--- src/rtl/queue_rd_pipe.sv ---
// rtl/queue_rd_pipe.sv - queue read drain engine: credit-managed pop, RAM latency staging, valid/ready output
// Optional entry parity checking is enabled by defining Q_RD_PIPE_PARITY_EN.
`timescale 1ns/1ps

module queue_rd_pipe #(
  parameter int W       = 32,
  parameter int RAM_LAT = 1
) (
  input  logic         clk,
  input  logic         arst_n,
  input  logic         i_empty,
  output logic         o_pop,
`ifdef Q_RD_PIPE_PARITY_EN
  input  logic [W:0]   i_rdata,
`else
  input  logic [W-1:0] i_rdata,
`endif
  output logic         o_valid,
  output logic [W-1:0] o_data,
  input  logic         i_ready,
  output logic         o_busy
`ifdef Q_RD_PIPE_PARITY_EN
  ,
  output logic         o_perr
`endif
);

  localparam int D  = RAM_LAT + 2;
  localparam int CW = $clog2(D + 1);
  localparam int PW = $clog2(D);

  logic [RAM_LAT-1:0] infl_sr;
  logic [CW-1:0]      inflight;
  logic [CW-1:0]      occ_r;
  logic [CW:0]        credit_used;
  logic [PW-1:0]      wr_ptr;
  logic [PW-1:0]      rd_ptr;
  logic [W-1:0]       stage_q [D];
  logic               arrive;
  logic               deq;

  function automatic logic [PW-1:0] next_ptr(input logic [PW-1:0] p);
    return (p == PW'(D - 1)) ? '0 : p + 1'b1;
  endfunction

  always_comb begin
    inflight = '0;
    for (int i = 0; i < RAM_LAT; i++) begin
      inflight = inflight + CW'(infl_sr[i]);
    end
  end

  // Credit uses registered counts only, so i_ready never reaches o_pop combinationally.
  assign credit_used = {1'b0, occ_r} + {1'b0, inflight};
  assign o_pop       = arst_n & ~i_empty & (credit_used < (CW + 1)'(D));

  assign arrive  = infl_sr[RAM_LAT-1];
  assign o_valid = (occ_r != '0);
  assign deq     = o_valid & i_ready;
  assign o_data  = stage_q[rd_ptr];
  assign o_busy  = (inflight != '0) | (occ_r != '0);

  always_ff @(posedge clk or negedge arst_n) begin
    if (!arst_n) begin
      infl_sr <= '0;
      occ_r   <= '0;
      wr_ptr  <= '0;
      rd_ptr  <= '0;
    end else begin
      infl_sr <= (infl_sr << 1) | RAM_LAT'(o_pop);
      occ_r   <= occ_r + CW'(arrive) - CW'(deq);
      if (arrive) wr_ptr <= next_ptr(wr_ptr);
      if (deq)    rd_ptr <= next_ptr(rd_ptr);
    end
  end

  // Storage is cleared so o_data reads zero out of reset.
  always_ff @(posedge clk or negedge arst_n) begin
    if (!arst_n) begin
      for (int i = 0; i < D; i++) stage_q[i] <= '0;
    end else if (arrive) begin
      stage_q[wr_ptr] <= i_rdata[W-1:0];
    end
  end

`ifdef Q_RD_PIPE_PARITY_EN
  logic [D-1:0] perr_q;

  // Even parity over data plus parity bit: any odd total marks the entry bad.
  always_ff @(posedge clk or negedge arst_n) begin
    if (!arst_n) begin
      perr_q <= '0;
    end else if (arrive) begin
      perr_q[wr_ptr] <= ^i_rdata;
    end
  end

  assign o_perr = o_valid & perr_q[rd_ptr];
`endif

endmodule

--- config.mk ---
export PLATFORM = sky130hd
export DESIGN_NAME = queue_rd_pipe
export DESIGN_NICKNAME = d
export VERILOG_FILES = /design/src/rtl/queue_rd_pipe.sv
export SDC_FILE = /design/constraint.sdc
export NUM_CORES = 1
export LEC_CHECK = 0
export CORE_MARGIN = 1.5
export CORE_UTILIZATION = 58
export CTS_CLUSTER_SIZE = 14
export DETAILED_ROUTE_END_ITERATION = 12
export GPL_ROUTABILITY_DRIVEN = 0
export PLACE_DENSITY_LB_ADDON = 0.25
export SYNTH_ARGS = -nofsm -noshare
export SYNTH_HDL_FRONTEND = slang
export SYNTH_SLANG_ARGS = --single-unit
--- constraint.sdc ---
create_clock -name clk -period 3 [get_ports clk]
set_input_delay 0.45 -clock clk [delete_from_list [all_inputs] [get_ports clk]]
set_output_delay 0.45 -clock clk [all_outputs]
set_load 0.1 [all_outputs]
==> metrics.txt, run 1 <==
total clock sinks 103; Finished Core Util 76.87%; IO Pins 71; Max transition margin 36.35%; post-DR wirelength/cell 18.51 µm; largest net degree at the start of global routing 63; CTS buffer count 9; Crit Path Max Fanout 15; core footprint between 7000 and 8000 µm²; register area between 2000 and 3000 µm²; Critical Path RT ~2.6 ns; CTS Root Cell clkbuf_8; initial antenna violation count 0; commonest non-fill, non-tap cell in the layout dfrtp_1; crit share post-route a little under nine tenths; Row Count 32; syn nets 349; FMAX between 0.3 and 0.4 GHz; max-cap viol count 0; proportion of layout cells with a drive suffix above 1 42.64%; cells along the critical path nor2b_2 -> buf_4 -> o2bb2ai_1 -> buf_12; synth unique cells 20; total wire length 9049 µm; CTS resizes 0; Yosys top cell area share between 50% and 60%; leading area contributor after synthesis dfrtp_1; post-synthesis cell count 309; GRT overflow 0; slowest cell on the critical path dfrtp_2; first-pass GRT wire length 15,550 µm; reg-to-reg critical path startpoint wr_ptr[1]; Period minus WS final 2.564 ns; Syn-to-layout area delta 29.15%; Clk pin slew, worst setup/hold paths 0.10 ns; Post-CTS Setup Bufs 0; final hold violations 0; DR pass1 iterations 4; CTS max path bufs 2; DRC violation count after routing 0; status complete, no violations; cell class contributing the biggest share of worst-path delay flip-flops; Syn. warnings 0; Total GRT Usage 23.95%; Critical Path Max Stage Delay ~0.55 ns; Initial Utilization about three fifths; H-tree depth 3; antenna viol nets, final 0; routed vias 2,804; die area about 8400 µm²; Register-to-Register Path Depth 3; unrepaired setup endpoints after global routing no; CP endpoint kind primary output; worst setup path class reg -> out; CTS tree yes; Max Slew Vio Count 0; Final Skew approximately 0.013 ns; area post-placement 5720 µm²; post-DP HPWL 6157 µm; Worst Tran Pin Value roughly 0.95 ns; TNS Setup 0 ns; Avg Vias per Cell 5.734; crit path DAT ~2.1 ns; type of the worst min-delay path in -> async; antenna diode count 0; synth top area cells dfrtp_1, mux2_2, mux2i_1; Iter 0 DRT Violations 126; buffers and inverters on the worst path 2; vias in the first global route 3,112; Final setup viols 0; r2r setup slk roughly 0.92 ns; sequential area share after synthesis 56.33%; fillcell total 505; Setup crit start kind flip-flop; flops & latches, synth 103; most frequent cells in the layout dfrtp_1, mux2_2, clkdlybuf4s50_1; Clock Latency Late Sink 0.36 ns; Die Wd ~92 µm; Final Cell Area 5909 µm²; port bufs 70; Synth Area per Inst 14.81 µm²; # nets final 422; FF-to-FF End stage_q[60]; footprint of the multi-input gates between 1500 and 2000 µm²; Mapped Area 4576 µm²; chip height 91.82 µm
state kept, by name, indices dropped and copies added, names as in the netlist:
signal,count
wr_ptr,2
rd_ptr,2
occ_r,2
stage_q,96
arrive,1
layout make-up:
type                       count  share of cell area, %
sequential                   103                  43.64
multi-input combinational    180                  31.84
timing repair buffer          83                  19.01
tap                          102                  2.160
clock buffer                   9                  2.096
clock inverter                 7                 0.9316
inverter                       5                 0.3176
cell families (layout without fill, tap and decap cells):
| group | count (synthesis) | after routing | share of synthesized area (%) |
|---|---|---|---|
| XOR/XNOR | 2 | 2 | 0.3829 |
| buffers and inverters | 26 | 104 | 3.008 |
| flip-flops | 103 | 103 | 56.33 |
| adder cells (fa/ha/maj) | 4 | 4 | 1.094 |
| AND/OR/NAND/NOR | 8 | 8 | 1.367 |
| AO/OA/AOI/OAI | 36 | 36 | 6.700 |
| multiplexers | 130 | 130 | 31.12 |
cell usage after synthesis:
cell         n
ha_1         4
nor2b_1      2
nand3b_1     2
mux2_2      96
dfrtp_1    103
or2_2        1
or3_1        1
buf_6        3
a2111oi_0    1
o2bb2ai_1   32
o21ai_0      2
clkbuf_1     4
nor3b_4      1
a21o_1       1
mux2_1       2
xnor2_1      2
mux2i_1     32
nor2_1       1
inv_1        5
buf_2       14
timing repair:
item                                   CTS  global route
setup endpoints to repair                0             0
endpoints found under the hold margin    2             0
hold buffers                             1             0
layer usage:
layer  wire [µm]  vias up  track usage (%)
met3         279        6            5.141
met2        4787       51            42.35
met1        3925     1461            30.78
li1            -     1286                -
met5           0        -                0
met4          57        0            4.359
through the flow:
| stage | hold slack [ns] | std cells | worst slack, ns |
|---|---|---|---|
| 2_1_floorplan | 0.1544 | 309 | 0.2194 |
| 3_3_place_gp | 0.2627 | 472 | 0.8662 |
| 3_5_place_dp | 0.2653 | 472 | 0.8206 |
| 4_1_cts | 0.4170 | 489 | 0.4243 |
| 5_1_grt | 0.4176 | 489 | 0.3267 |
| 6_report | 0.4271 | 489 | 0.4357 |
worst register-to-register path: cells and delay by family, from the launching register on:
kind / cells / cell delay [ns]
and+or+nand+nor: 1 / 0.75
muxes: 1 / 0.29
buffers and inverters: 1 / 0.47
DFF: 1 / 0.45
worst max-delay path by stage:
| stage | startpoint | depth (start not counted) | to | slack [ns] |
|---|---|---|---|---|
| after CTS | rd_ptr[0] | 4 | o_data[31] | 0.42 |
| after global placement | rd_ptr[0] | 4 | o_data[19] | 0.87 |
| final | rd_ptr[0] | 4 | o_data[23] | 0.44 |
| after floorplan | rd_ptr[0] | 4 | o_data[0] | 0.22 |
| after detailed placement | rd_ptr[0] | 4 | o_data[31] | 0.82 |
| after global routing | rd_ptr[0] | 4 | o_data[4] | 0.33 |
Power of run 1 is left out: the tool's default activity adds up to more than one toggle a clock period on the data nets, which glitch-free logic cannot reach.
==> run 2, diff against run 1 <==
--- a/config.mk
+++ b/config.mk
@@ -5,7 +5,7 @@
 export SDC_FILE = /design/constraint.sdc
 export NUM_CORES = 1
 export LEC_CHECK = 0
-export CORE_MARGIN = 1.5
+export CORE_MARGIN = 10
 export CORE_UTILIZATION = 58
 export CTS_CLUSTER_SIZE = 14
 export DETAILED_ROUTE_END_ITERATION = 12
==> metrics.txt, run 2 (synthesis results as in run 1) <==
hold slack 0.2623 ns (-0.1648 ns); routed vias 2,810 (+0.21%); most frequent cells in the layout dfrtp_1, mux2_2, clkdlybuf4s50_1; pre-CTS setup slack 0.9177 ns (+0.09705 ns); Total GRT Usage 17.51% (-6.4 points); CTS buffer count 9 (unchanged); crit path DAT 2.00 ns (-0.11 ns); routing usage on met3 5.251% (+0.11 points); # nets final 420 (-0.47%); final hold violations 0 (unchanged); TNS Setup 0 ns (unchanged); fillcell total 504 (-0.20%); max reg flops 96 (unchanged); chip height 108.8 µm (+19%); Max transition margin 42.58% (+6.2 points); Setup crit start kind flip-flop; Avg Vias per Cell 5.770 (+0.63%); H-tree depth 3 (unchanged); core footprint 7687 µm² (unchanged); cts hold-fix bufs 0 (-1); CTS resizes 0 (unchanged); Max Slew Vio Count 0 (unchanged); Syn-to-layout area delta 29.67%; crit share post-route 81.56% (-3.9 points); Most Used Layer, Global Route met2; initial antenna violation count 0 (unchanged); CP endpoint kind primary output; Final Skew 0.01300 ns (+0.0001579 ns); FMAX 0.4087 GHz (+4.8%); antenna diode count 0 (unchanged); first-pass GRT wire length 16,330 µm (+5.0%); DRC violation count after routing 0 (unchanged); unrepaired setup endpoints after global routing no; Clock Latency Late Sink 0.37 ns (about the same); Worst Tran Pin Value 0.8587 ns (-0.09315 ns); Row Count 32 (unchanged); CTS Root Cell clkbuf_8; type of the worst min-delay path in -> async; total wire length 9795 µm (+8.2%); post-DP HPWL 6708 µm (+9.0%); final worst setup slack 0.5532 ns (+0.1174 ns); Final setup viols 0 (unchanged); Iter 0 DRT Violations 103 (-18%); Die Wd 108.8 µm (+19%); vias in the first global route 3,175 (+2.0%); Crit Path Max Fanout 5 (-10); worst setup path class reg -> out; GRT overflow 0 (unchanged); met1 usage 21.52% (-9.3 points); DR pass1 iterations 4 (unchanged); GR met2 Demand/Resource 29.40% (-13 points); Period minus WS final 2.447 ns (-0.1174 ns); IO Pins 71 (unchanged); max-cap viol count 0 (unchanged); Post-CTS Setup Bufs 0 (unchanged); antenna viol nets, final 0 (unchanged); commonest non-fill, non-tap cell in the layout dfrtp_1; Clk pin slew, worst setup/hold paths 0.10 ns (about the same); port bufs 70 (unchanged); post-DR wirelength/cell 20.11 µm (+8.7%); status complete, no violations; Initial Utilization 59.52% (unchanged); Critical Path RT 2.55 ns (about the same); Top reg by flops stage_q; CTS tree yes; proportion of layout cells with a drive suffix above 1 42.34% (-0.30 points); die area 11,840 µm² (+40%); total clock sinks 103 (unchanged); CTS max path bufs 2 (unchanged); largest net degree at the start of global routing 65 (+3.2%)
run 2: changes by cell type in the layout (fill, tap and decap cells not counted):
cell           delta
bufinv_16         +2
clkinvlp_4        +1
clkinv_2          -2
buf_4             -1
dlygate4sd3_1     -1
clkbuf_1          +1
inv_8             -1
inv_6             -1
run 2: metal layers:
layer	wire length, µm	up-vias
li1	-	1276
met2	4862	58
met4	119	0
met3	533	12
met1	4279	1464
met5	0	-
run 2: layout make-up:
type	count	area (µm²)	area share, %
clock buffers	10	127.6	2.151
clock inverters	6	92.59	1.561
inverters	5	18.77	0.3163
multi-input cells	180	1882	31.72
flip-flops and latches	103	2579	43.46
well taps	102	127.6	2.151
repair buffers	81	1106	18.64
run 2: path summary, 6_finish.rpt:
| path | startpoint | end | slack [ns] | depth (start not counted) |
|---|---|---|---|---|
| setup / recovery | occ_r[0] | o_pop | 0.55 | 4 |
| hold / removal | arst_n | stage_q[19] | 0.26 | 2 |
| setup reg to reg | wr_ptr[1] | stage_q[60] | 0.96 | 3 |
| hold reg to reg | stage_q[89] | stage_q[89] | 0.50 | 1 |
| max in group asynchronous | arst_n | stage_q[69] | 1.70 | 3 |
| min in group clk | arst_n | arrive | 0.42 | 3 |
run 2: worst max-delay path: stages (launching register included):
cell,delay [ns]
dfrtp_1,0.43
ha_1,0.21
ha_1,0.31
a2111oi_4,0.44
buf_12,0.23
run 2: stage by stage:
step	util (%)	area, µm²	cells
global placement	74.32	5713	471
detailed placement	74.32	5713	471
global route	77.18	5933	487
floorplan	-	4594	309
CTS	77.18	5933	487
finish	77.18	5933	487
Power of run 2 is left out for the same reason.
==> run 3, diff against run 2 <==
--- a/config.mk
+++ b/config.mk
@@ -6,7 +6,7 @@
 export NUM_CORES = 1
 export LEC_CHECK = 0
 export CORE_MARGIN = 10
-export CORE_UTILIZATION = 58
+export CORE_UTILIZATION = 54
 export CTS_CLUSTER_SIZE = 14
 export DETAILED_ROUTE_END_ITERATION = 12
 export GPL_ROUTABILITY_DRIVEN = 0
==> constraint.sdc (replaced) <==
create_clock -name clk -period 2.54 [get_ports clk]
set_input_delay 0.381 -clock clk [delete_from_list [all_inputs] [get_ports clk]]
set_output_delay 0.381 -clock clk [all_outputs]
set_load 0.1 [all_outputs]
==> metrics.txt, run 3 (synthesis results as in run 1) <==
Setup crit start kind flip-flop; FMAX 0.4175 GHz; Top reg by flops stage_q; DR pass1 iterations 4 (unchanged); CTS resizes 0 (unchanged); DRC violation count after routing 0 (unchanged); post-DR wirelength/cell 18.94 µm (-5.8%); CP Launch Point rd_ptr[0]; CP endpoint o_data[29]; die area 12,560 µm² (+6.0%); Syn-to-layout area delta 34.02%; crit path DAT 2.01 ns (about the same); CTS buffer count 9 (unchanged); final hold violations 0 (unchanged); GRT overflow 0 (unchanged); post-DP HPWL 6434 µm (-4.1%); reg-to-reg critical path startpoint occ_r[0]; met2 wire len 4482 µm (-7.8%); Die Wd 112.1 µm (+3.0%); Post-Route M1 WL 4344 µm (+1.5%); max-cap viol count 0 (unchanged); FF-to-FF End occ_r[1]; Post-CTS Setup Bufs 0 (unchanged); hold slack 0.1068 ns (-0.1555 ns); metal3 WL 342 µm (-36%); cts hold-fix bufs 0 (unchanged); CTS max path bufs 2 (unchanged); CP endpoint kind primary output; chip height 112.1 µm (+3.0%); Clock Latency Late Sink 0.35 ns (-0.02 ns); status complete, no violations; Max Slew Vio Count 0 (unchanged); Critical Path RT 2.16 ns (-0.39 ns); commonest non-fill, non-tap cell in the layout dfrtp_1; Initial Utilization 55.69% (-3.8 points); Avg Vias per Cell 5.589 (-3.1%); Critical Path Max Stage Delay 0.74 ns (+0.30 ns); cells along the critical path buf_4 -> mux2i_1 -> o2bb2ai_1 -> buf_12; largest net degree at the start of global routing 104 (+60%); first-pass GRT wire length 15,570 µm (-4.6%); antenna diode count 0 (unchanged); Period minus WS final about 2.4 ns; buffers and inverters on the worst path 2 (+1); most frequent cells in the layout dfrtp_1, mux2_2, buf_12; routed vias 2,733 (-2.7%); max reg flops 96 (unchanged); cell class contributing the biggest share of worst-path delay flip-flops; Iter 0 DRT Violations 57 (-45%); unrepaired setup endpoints after global routing no; Row Count 33 (+3.1%); type of the worst min-delay path in -> async; Crit Path Max Fanout 20 (+15); core footprint 8217 µm² (+6.9%); IO Pins 71 (unchanged); Max transition margin 61.41% (+19 points); initial antenna violation count 0 (unchanged); Final Skew 0.009802 ns (-0.003200 ns); top sig layer met4; Register-to-Register Path Depth 7 (+4); r2r setup slk 0.65 ns (-0.31 ns); slowest cell on the critical path dfrtp_2; Clk pin slew, worst setup/hold paths 0.09 ns (about the same); crit share post-route 94.29%; vias in the first global route 3,028 (-4.6%); total clock sinks 103 (unchanged); antenna viol nets, final 0 (unchanged); H-tree depth 3 (unchanged); Final setup viols 0 (unchanged); total wire length 9261 µm (-5.5%); CTS tree yes; proportion of layout cells with a drive suffix above 1 50.00% (+7.7 points); # nets final 419 (-0.24%); Total GRT Usage 14.97% (-2.5 points); port bufs 70 (unchanged); CTS Root Cell clkbuf_8; worst setup path class reg -> out; critical path depth 4 (unchanged); Worst Tran Pin Value 0.5788 ns (-0.2799 ns)
## run 3: changes by cell type in the layout (fill, tap and decap cells not counted), sizes merged
cell	before	now
buf	47	46
bufinv	2	1
clkbuf	10	9
clkinv	1	2
inv	6	7
## run 3: stage by stage
step                      setup TNS (ns)  area [µm²]  setup WS [ns]  cells  util, %
after global placement                 0        5928         0.5530    473    72.15
after global routing                   0        6132        0.02687    489    74.63
final                                  0        6132         0.1450    489    74.63
after floorplan                  -0.1648        4770       -0.08242    309        -
after detailed placement               0        5928         0.5188    473    72.15
after CTS                              0        6132         0.1121    489    74.63
## run 3: routing by layer
layer | vias to the layer above | global-route usage (%)
met3 | 10 | 3.674
met5 | - | 0
met4 | 0 | 4.822
li1 | 1273 | -
met2 | 45 | 23.97
met1 | 1405 | 19.50
## run 3: layout make-up
class	count	area [µm²]
well taps	105	131.4
repair buffers	80	1136
inverters	5	18.77
clock inverters	7	80.08
multi-input cells	180	2062
fillers	523	2085
clock buffers	9	123.9
flip-flops and latches	103	2580
## run 3: how the worst min path moves through the flow
| stage | slack, ns | endpoint | start |
|---|---|---|---|
| 5_1_grt | 0.14 | stage_q[2] | arst_n |
| 2_1_floorplan | 0.09 | arrive | arst_n |
| 3_3_place_gp | 0.47 | stage_q[89] | stage_q[89] |
| 6_report | 0.11 | stage_q[2] | arst_n |
| 3_5_place_dp | 0.49 | stage_q[45] | stage_q[45] |
| 4_1_cts | 0.13 | stage_q[10] | arst_n |
Power of run 3 is left out for the same reason.
